[config.mk]
export PLATFORM = sky130hd
export DESIGN_NAME = tcam_d1
export DESIGN_NICKNAME = d
export VERILOG_FILES = /design/src/rtl/tcam_pkg.sv /design/src/rtl/tcam_prio_enc.sv /design/src/rtl/tcam_d1.sv
export SDC_FILE = /design/constraint.sdc
export NUM_CORES = 2
export LEC_CHECK = 0
export ABC_AREA = 1
export CAP_MARGIN = 20
export CORE_UTILIZATION = 30
export DETAILED_ROUTE_END_ITERATION = 7
export GPL_TIMING_DRIVEN = 0
export HOLD_SLACK_MARGIN = 0.06
export PLACE_DENSITY_LB_ADDON = 0.25
export SLEW_MARGIN = 20
export SYNTH_ARGS = -nofsm -noshare
export SYNTH_HDL_FRONTEND = slang
export SYNTH_SLANG_ARGS = --single-unit
[constraint.sdc]
create_clock -name clk -period 2.8 [get_ports clk]
set_input_delay 0.56 -clock clk [delete_from_list [all_inputs] [get_ports clk]]
set_output_delay 0.56 -clock clk [all_outputs]
set_load 0.1 [all_outputs]
[src/rtl/tcam_pkg.sv]
// ---------------------------------------------------------------------------
// tcam_pkg
// Shared definitions for the tcam_d1 ternary CAM.
//   TCAM_MAX_WIDTH : widest key/entry the shared match function handles.
//                    Narrower designs zero-extend their operands, so padded
//                    bits are never "cared" about.
//   tcam_word_t    : a key, value or mask at the maximum width.
//   ternary_match  : the per-entry compare used by every table row.
// The S1->S2 pipeline record depends on SIZE, so the top declares it next to
// its parameters rather than here.
// Optional feature macro (used by the other files): TCAM_MULTIHIT_EN
// ---------------------------------------------------------------------------
package tcam_pkg;

    localparam int TCAM_MAX_WIDTH = 128;

    typedef logic [TCAM_MAX_WIDTH-1:0] tcam_word_t;

    // An entry matches when it is valid and every cared-about bit agrees
    // with the key. An all-zero mask therefore matches any key.
    function automatic logic ternary_match(
        input logic       valid,
        input tcam_word_t key,
        input tcam_word_t value,
        input tcam_word_t mask
    );
        return valid && (((key ^ value) & mask) == '0);
    endfunction

endpackage

[src/rtl/tcam_prio_enc.sv]
// ---------------------------------------------------------------------------
// tcam_prio_enc
// Purely combinational priority encoder for the TCAM match vector.
// The lowest set bit wins.
//   i_vec   : N-bit match vector
//   o_index : index of the lowest set bit, 0 when no bit is set
//   o_any   : at least one bit set
//   o_multi : two or more bits set (present only with TCAM_MULTIHIT_EN)
// ---------------------------------------------------------------------------
module tcam_prio_enc #(
    parameter int N  = 32,
    parameter int IW = 5
) (
    input  logic [N-1:0]  i_vec,
    output logic [IW-1:0] o_index,
    output logic          o_any
`ifdef TCAM_MULTIHIT_EN
    ,
    output logic          o_multi
`endif
);

    // Scan from the top down so the last hit written is the lowest index.
    // Any further hit after the first one seen means at least two matched.
    always_comb begin
        o_index = '0;
        o_any   = 1'b0;
`ifdef TCAM_MULTIHIT_EN
        o_multi = 1'b0;
`endif
        for (int i = N - 1; i >= 0; i--) begin
            if (i_vec[i]) begin
`ifdef TCAM_MULTIHIT_EN
                if (o_any) begin
                    o_multi = 1'b1;
                end
`endif
                o_index = IW'(i);
                o_any   = 1'b1;
            end
        end
    end

endmodule

[src/rtl/tcam_d1.sv]
// ---------------------------------------------------------------------------
// tcam_d1
// Ternary CAM with SIZE entries of {value, care mask, valid}. A search is
// compared against every entry in parallel (stage S1, match vector
// registered), then priority-encoded (stage S2, results registered), giving
// a two-edge, fully pipelined search with no backpressure.
// Parameters: WIDTH (key bits, <= TCAM_MAX_WIDTH), SIZE (entries, >= 2),
//             INDEX_SIZE (2**INDEX_SIZE >= SIZE).
// Ports:
//   clk, reset (asynchronous, active-low)
//   write_en, write_index, write_data, write_mask, write_valid : table write
//   write_done    : one-cycle acknowledge, one edge after write_en
//   search_go, search_key : launch a search
//   search_done   : one-cycle pulse, two edges after search_go
//   search_hit, search_index : result, held between pulses
//   search_multi  : two or more entries matched (only with TCAM_MULTIHIT_EN)
// Optional feature macro: TCAM_MULTIHIT_EN
// ---------------------------------------------------------------------------
module tcam_d1
    import tcam_pkg::*;
#(
    parameter int WIDTH      = 32,
    parameter int SIZE       = 32,
    parameter int INDEX_SIZE = 5
) (
    input  logic                  clk,
    input  logic                  reset,
    input  logic                  write_en,
    input  logic [INDEX_SIZE-1:0] write_index,
    input  logic [WIDTH-1:0]      write_data,
    input  logic [WIDTH-1:0]      write_mask,
    input  logic                  write_valid,
    output logic                  write_done,
    input  logic                  search_go,
    input  logic [WIDTH-1:0]      search_key,
    output logic                  search_done,
    output logic                  search_hit,
    output logic [INDEX_SIZE-1:0] search_index
`ifdef TCAM_MULTIHIT_EN
    ,
    output logic                  search_multi
`endif
);

    // S1 -> S2 pipeline record: stage valid plus the registered match vector.
    typedef struct packed {
        logic            valid;
        logic [SIZE-1:0] match;
    } s1Rec_t;

    logic [WIDTH-1:0]      r_value [SIZE];
    logic [WIDTH-1:0]      r_mask  [SIZE];
    logic [SIZE-1:0]       r_valid;
    s1Rec_t                r_s1;

    logic [SIZE-1:0]       w_match;
    logic [INDEX_SIZE-1:0] w_index;
    logic                  w_any;
`ifdef TCAM_MULTIHIT_EN
    logic                  w_multi;
`endif

    // Zero-extend to the shared match width; padded mask bits are 0 so they
    // never affect the compare.
    function automatic tcam_word_t padWord(input logic [WIDTH-1:0] x);
        tcam_word_t p;
        p            = '0;
        p[WIDTH-1:0] = x;
        return p;
    endfunction

    // Value and mask storage is deliberately not reset; an entry is only
    // meaningful once its valid bit is set, which always comes with a write.
    // An index at or beyond SIZE selects no row, so the table is unchanged.
    always_ff @(posedge clk) begin
        for (int e = 0; e < SIZE; e++) begin
            if (write_en && (write_index == INDEX_SIZE'(e))) begin
                r_value[e] <= write_data;
                r_mask[e]  <= write_mask;
            end
        end
    end

    // Valid bits are the only table state cleared by reset.
    always_ff @(posedge clk or negedge reset) begin
        if (!reset) begin
            r_valid <= '0;
        end else begin
            for (int e = 0; e < SIZE; e++) begin
                if (write_en && (write_index == INDEX_SIZE'(e))) begin
                    r_valid[e] <= write_valid;
                end
            end
        end
    end

    // Parallel compare against the table as it stands before the edge, so a
    // search issued alongside a write to the same entry sees the old entry.
    always_comb begin
        w_match = '0;
        for (int e = 0; e < SIZE; e++) begin
            w_match[e] = ternary_match(r_valid[e], padWord(search_key),
                                       padWord(r_value[e]), padWord(r_mask[e]));
        end
    end

    tcam_prio_enc #(
        .N  (SIZE),
        .IW (INDEX_SIZE)
    ) u_prioEnc (
        .i_vec   (r_s1.match),
        .o_index (w_index),
        .o_any   (w_any)
`ifdef TCAM_MULTIHIT_EN
        ,
        .o_multi (w_multi)
`endif
    );

    // Stage S1: capture the match vector for each launched search.
    always_ff @(posedge clk or negedge reset) begin
        if (!reset) begin
            r_s1 <= '0;
        end else begin
            r_s1.valid <= search_go;
            if (search_go) begin
                r_s1.match <= w_match;
            end
        end
    end

    // Stage S2 and write acknowledge. Results only move when a search
    // completes, so they hold between search_done pulses.
    always_ff @(posedge clk or negedge reset) begin
        if (!reset) begin
            write_done   <= 1'b0;
            search_done  <= 1'b0;
            search_hit   <= 1'b0;
            search_index <= '0;
`ifdef TCAM_MULTIHIT_EN
            search_multi <= 1'b0;
`endif
        end else begin
            write_done  <= write_en;
            search_done <= r_s1.valid;
            if (r_s1.valid) begin
                search_hit   <= w_any;
                search_index <= w_index;
`ifdef TCAM_MULTIHIT_EN
                search_multi <= w_multi;
`endif
            end
        end
    end

endmodule

==> metrics <==
Ports 114; RSZ-0062 raised after global routing false; Worst Max-Slew Pin Slew 971 ps; CTS tree built; synth warn 0; drt wl/cell 23.1 µm; Clk pin slew, worst setup/hold paths 60 ps; met3 usage 0.0217; Slew HR 0.352; number of synthesized flops with an enable pin 2,048; dpl hpwl 150 mm; Core Footprint 268,000 µm²; # rows 190; Root Driver clkbuf_16; endpoints failing setup 0; Synth-to-Final Area Change 18.5%; CTS Buf Count 219; routability cong. 0.857; Hold Path Class input port to flip-flop; H-tree depth 4; CP Class flip-flop to output port; power per cell area 701 nW/µm²; Post-route DRC 0; GR Util All Layers 0.158; IO Port Bufs 81; Critical Path AT 2080 ps; Die ar. 272,000 µm²; DR vias/cell 4.77; Initial Util 0.302; Vias 45,134; clk_skew 90.8 ps; Post-CTS Setup Bufs 0; Req. time, crit path 2240 ps; area share of fa/ha/maj cells after synthesis 0; met2 usage 0.245; Critical Path, Cell by Cell clkdlybuf4s15_2; vias in the first global route 43,726; CP top delay family buffers and inverters; post-synthesis mux area share 0; Synth Area in XOR/XNOR 0.0290; status finished clean; DRT Pass-1 Iters 7; Critical Path Max Stage Delay 620 ps; global-route wire length before repair 311 mm; GRT Max-Usage Layer met2; Avg Synthesized Cell Area 15.3 µm²; Clock Sinks 2,121; Synth Cell Area 80,800 µm²; Final Core Density 0.357; largest family of logic cells by synthesized area compound AO/OA/AOI/OAI gates; Synth async-reset ratio 0.0344; Seq/Total Area, Yosys 0.783; max-cap violations 0; Synth Area in Simple Gates 0.0830; slowest cell on the critical path clkdlybuf4s15_2; met1 GRT Util 0.227; Synth Register Bits 2,121; share of cells above drive strength 1 0.119; Syn Nets 5,396; Longest Clk Path Bufs 3; first-iteration detailed-routing DRC count 3,730; Final nets 5,815; final hold viol count 0; FMAX 379 MHz; total gr overflow 0; chip height 521 µm; Clock Latency Late Sink 890 ps; worst vdd ir 0.552 mV; setup TNS 0 ps; nature of the critical path startpoint flip-flop; Critical Path Fanout Max 2; antenna viol nets, final 0; Period minus WS final 2640 ps; die width 521 µm; Top FF cell, synth edfxtp_1; largest net degree at the start of global routing 51; Lkg Pwr 30.8 nW; initial antenna violation count 18; post-synth cell types 33; Cells after Synth 5,290; Worst setup EP type output port; Total Wirelength 218 mm; Hold WS 127 ps; Compound-Gate Fraction of Synth Area 0.0903; worst path bufs/invs 1; Tcrit/Tclk final 0.943; Slew Viols, Final 0
## through the flow
stage	area (µm²)	power, W	cells	setup WS, ps
floorplan	80900	0.0374	5290	-454
global placement	86200	0.0390	8923	-3370
detailed placement	88600	0.0390	9036	-884
CTS	95700	0.0678	9445	22.2
global route	95800	0.0692	9446	97.9
finish	95800	0.0671	9453	159
## sequential cells by signal, indices dropped and copies added (netlist names)
| register | flops |
|---|---|
| r_mask | 1024 |
| r_s1 | 33 |
| r_valid | 32 |
| r_value | 1024 |
| search_done | 1 |
| search_hit | 1 |
| search_index | 5 |
| write_done | 1 |
## cell usage in the layout, fill, tap and decap left out, types with 8 or more instances in the layout
cell                n
edfxtp_1         2048
nand2_1           727
a21oi_1           291
xor2_1            268
clkbuf_16         221
clkbuf_1          199
nand3_1           194
nor2_1            187
o21a_1            180
o21ai_1           164
o21ai_0           160
or2_2             129
a221oi_1          127
buf_2              89
or2_0              87
buf_12             74
dfrtp_1            73
clkinv_1           71
a32o_1             65
nand4_1            64
or2_1              45
clkinv_2           40
buf_16             39
inv_1              37
nor2_4             32
o22ai_1            32
a221o_1            32
o41ai_1            32
buf_1              31
nor3_1             29
a31o_1             26
inv_2              20
bufinv_16          20
diode_2             8
clkinv_16           8
clkdlybuf4s50_1     8
## power by group
| group | switching [W] | total (W) | internal, W |
|---|---|---|---|
| sequential | 0.000157 | 0.0354 | 0.0353 |
| clock | 0.0123 | 0.0288 | 0.0165 |
| combinational | 0.00210 | 0.00288 | 0.000775 |
| total | 0.0146 | 0.0671 | 0.0525 |
## cells by family after synthesis
family,count (synthesis)
AOI/OAI and AO/OA,1119
and+or+nand+nor,1496
DFF,2121
buffers and inverters,286
xor gates and xnor gates,268
## cell usage after synthesis (2+ instances only)
cell / n / share of area
a221oi_1: 128 / 0.014
o31ai_1: 2 / 0.00019
nor3_1: 29 / 0.0018
buf_1: 32 / 0.0015
xor2_1: 268 / 0.029
o41ai_1: 32 / 0.0035
or2_2: 129 / 0.010
a221o_1: 32 / 0.0040
a31o_1: 26 / 0.0028
a32o_1: 65 / 0.0080
clkinv_1: 17 / 0.00079
nand3_1: 194 / 0.012
o21ai_0: 160 / 0.0099
or2_0: 87 / 0.0067
nand2_1: 727 / 0.034
buf_2: 25 / 0.0015
o21a_1: 180 / 0.017
a21oi_1: 291 / 0.018
inv_2: 20 / 0.00093
nand4_1: 64 / 0.0050
nor2_1: 219 / 0.010
bufinv_8: 3 / 0.00065
a311oi_1: 6 / 0.00065
or2_1: 45 / 0.0035
o22ai_1: 32 / 0.0025
dfrtp_1: 73 / 0.023
clkbuf_1: 152 / 0.0071
inv_1: 37 / 0.0017
edfxtp_1: 2048 / 0.76
o21ai_1: 164 / 0.010
## layout make-up
cell class / count / area [µm²]
plain buffers: 209 / 825
repair buffers: 198 / 3090
fillers: 25213 / 172000
inverters: 77 / 330
clock buffers: 274 / 5770
multi-input cells: 2883 / 16600
clock inverters: 131 / 1360
well taps: 3552 / 4440
diodes: 8 / 20.0
flip-flops and latches: 2121 / 63300
## metal layers
metal,share of wire,vias to the layer above
li1,-,20907
met1,0.47,22807
met2,0.45,1140
met3,0.046,274
met4,0.032,6
met5,0.00013,-
## worst paths after layout
kind                       depth (start not counted)       startpoint  slack, ps         endpoint
max in group asynchronous                          3            reset       1970         r_s1[17]
hold reg to reg                                    2          r_s1[1]        500          r_s1[1]
setup / recovery                                   1  search_index[4]        160  search_index[4]
setup reg to reg                                   6   r_value[0][42]        300          r_s1[1]
min in group asynchronous                          2            reset        160       r_valid[9]
hold / removal                                     2   write_mask[12]        130    r_mask[0][44]
## timing repair
item,CTS,global route
hold endpoints to repair,97,0
gates resized for setup,22,2
setup endpoints to repair,8,1
hold buffers,4,0
No activity file was read; power rests on OpenSTA's default activity.
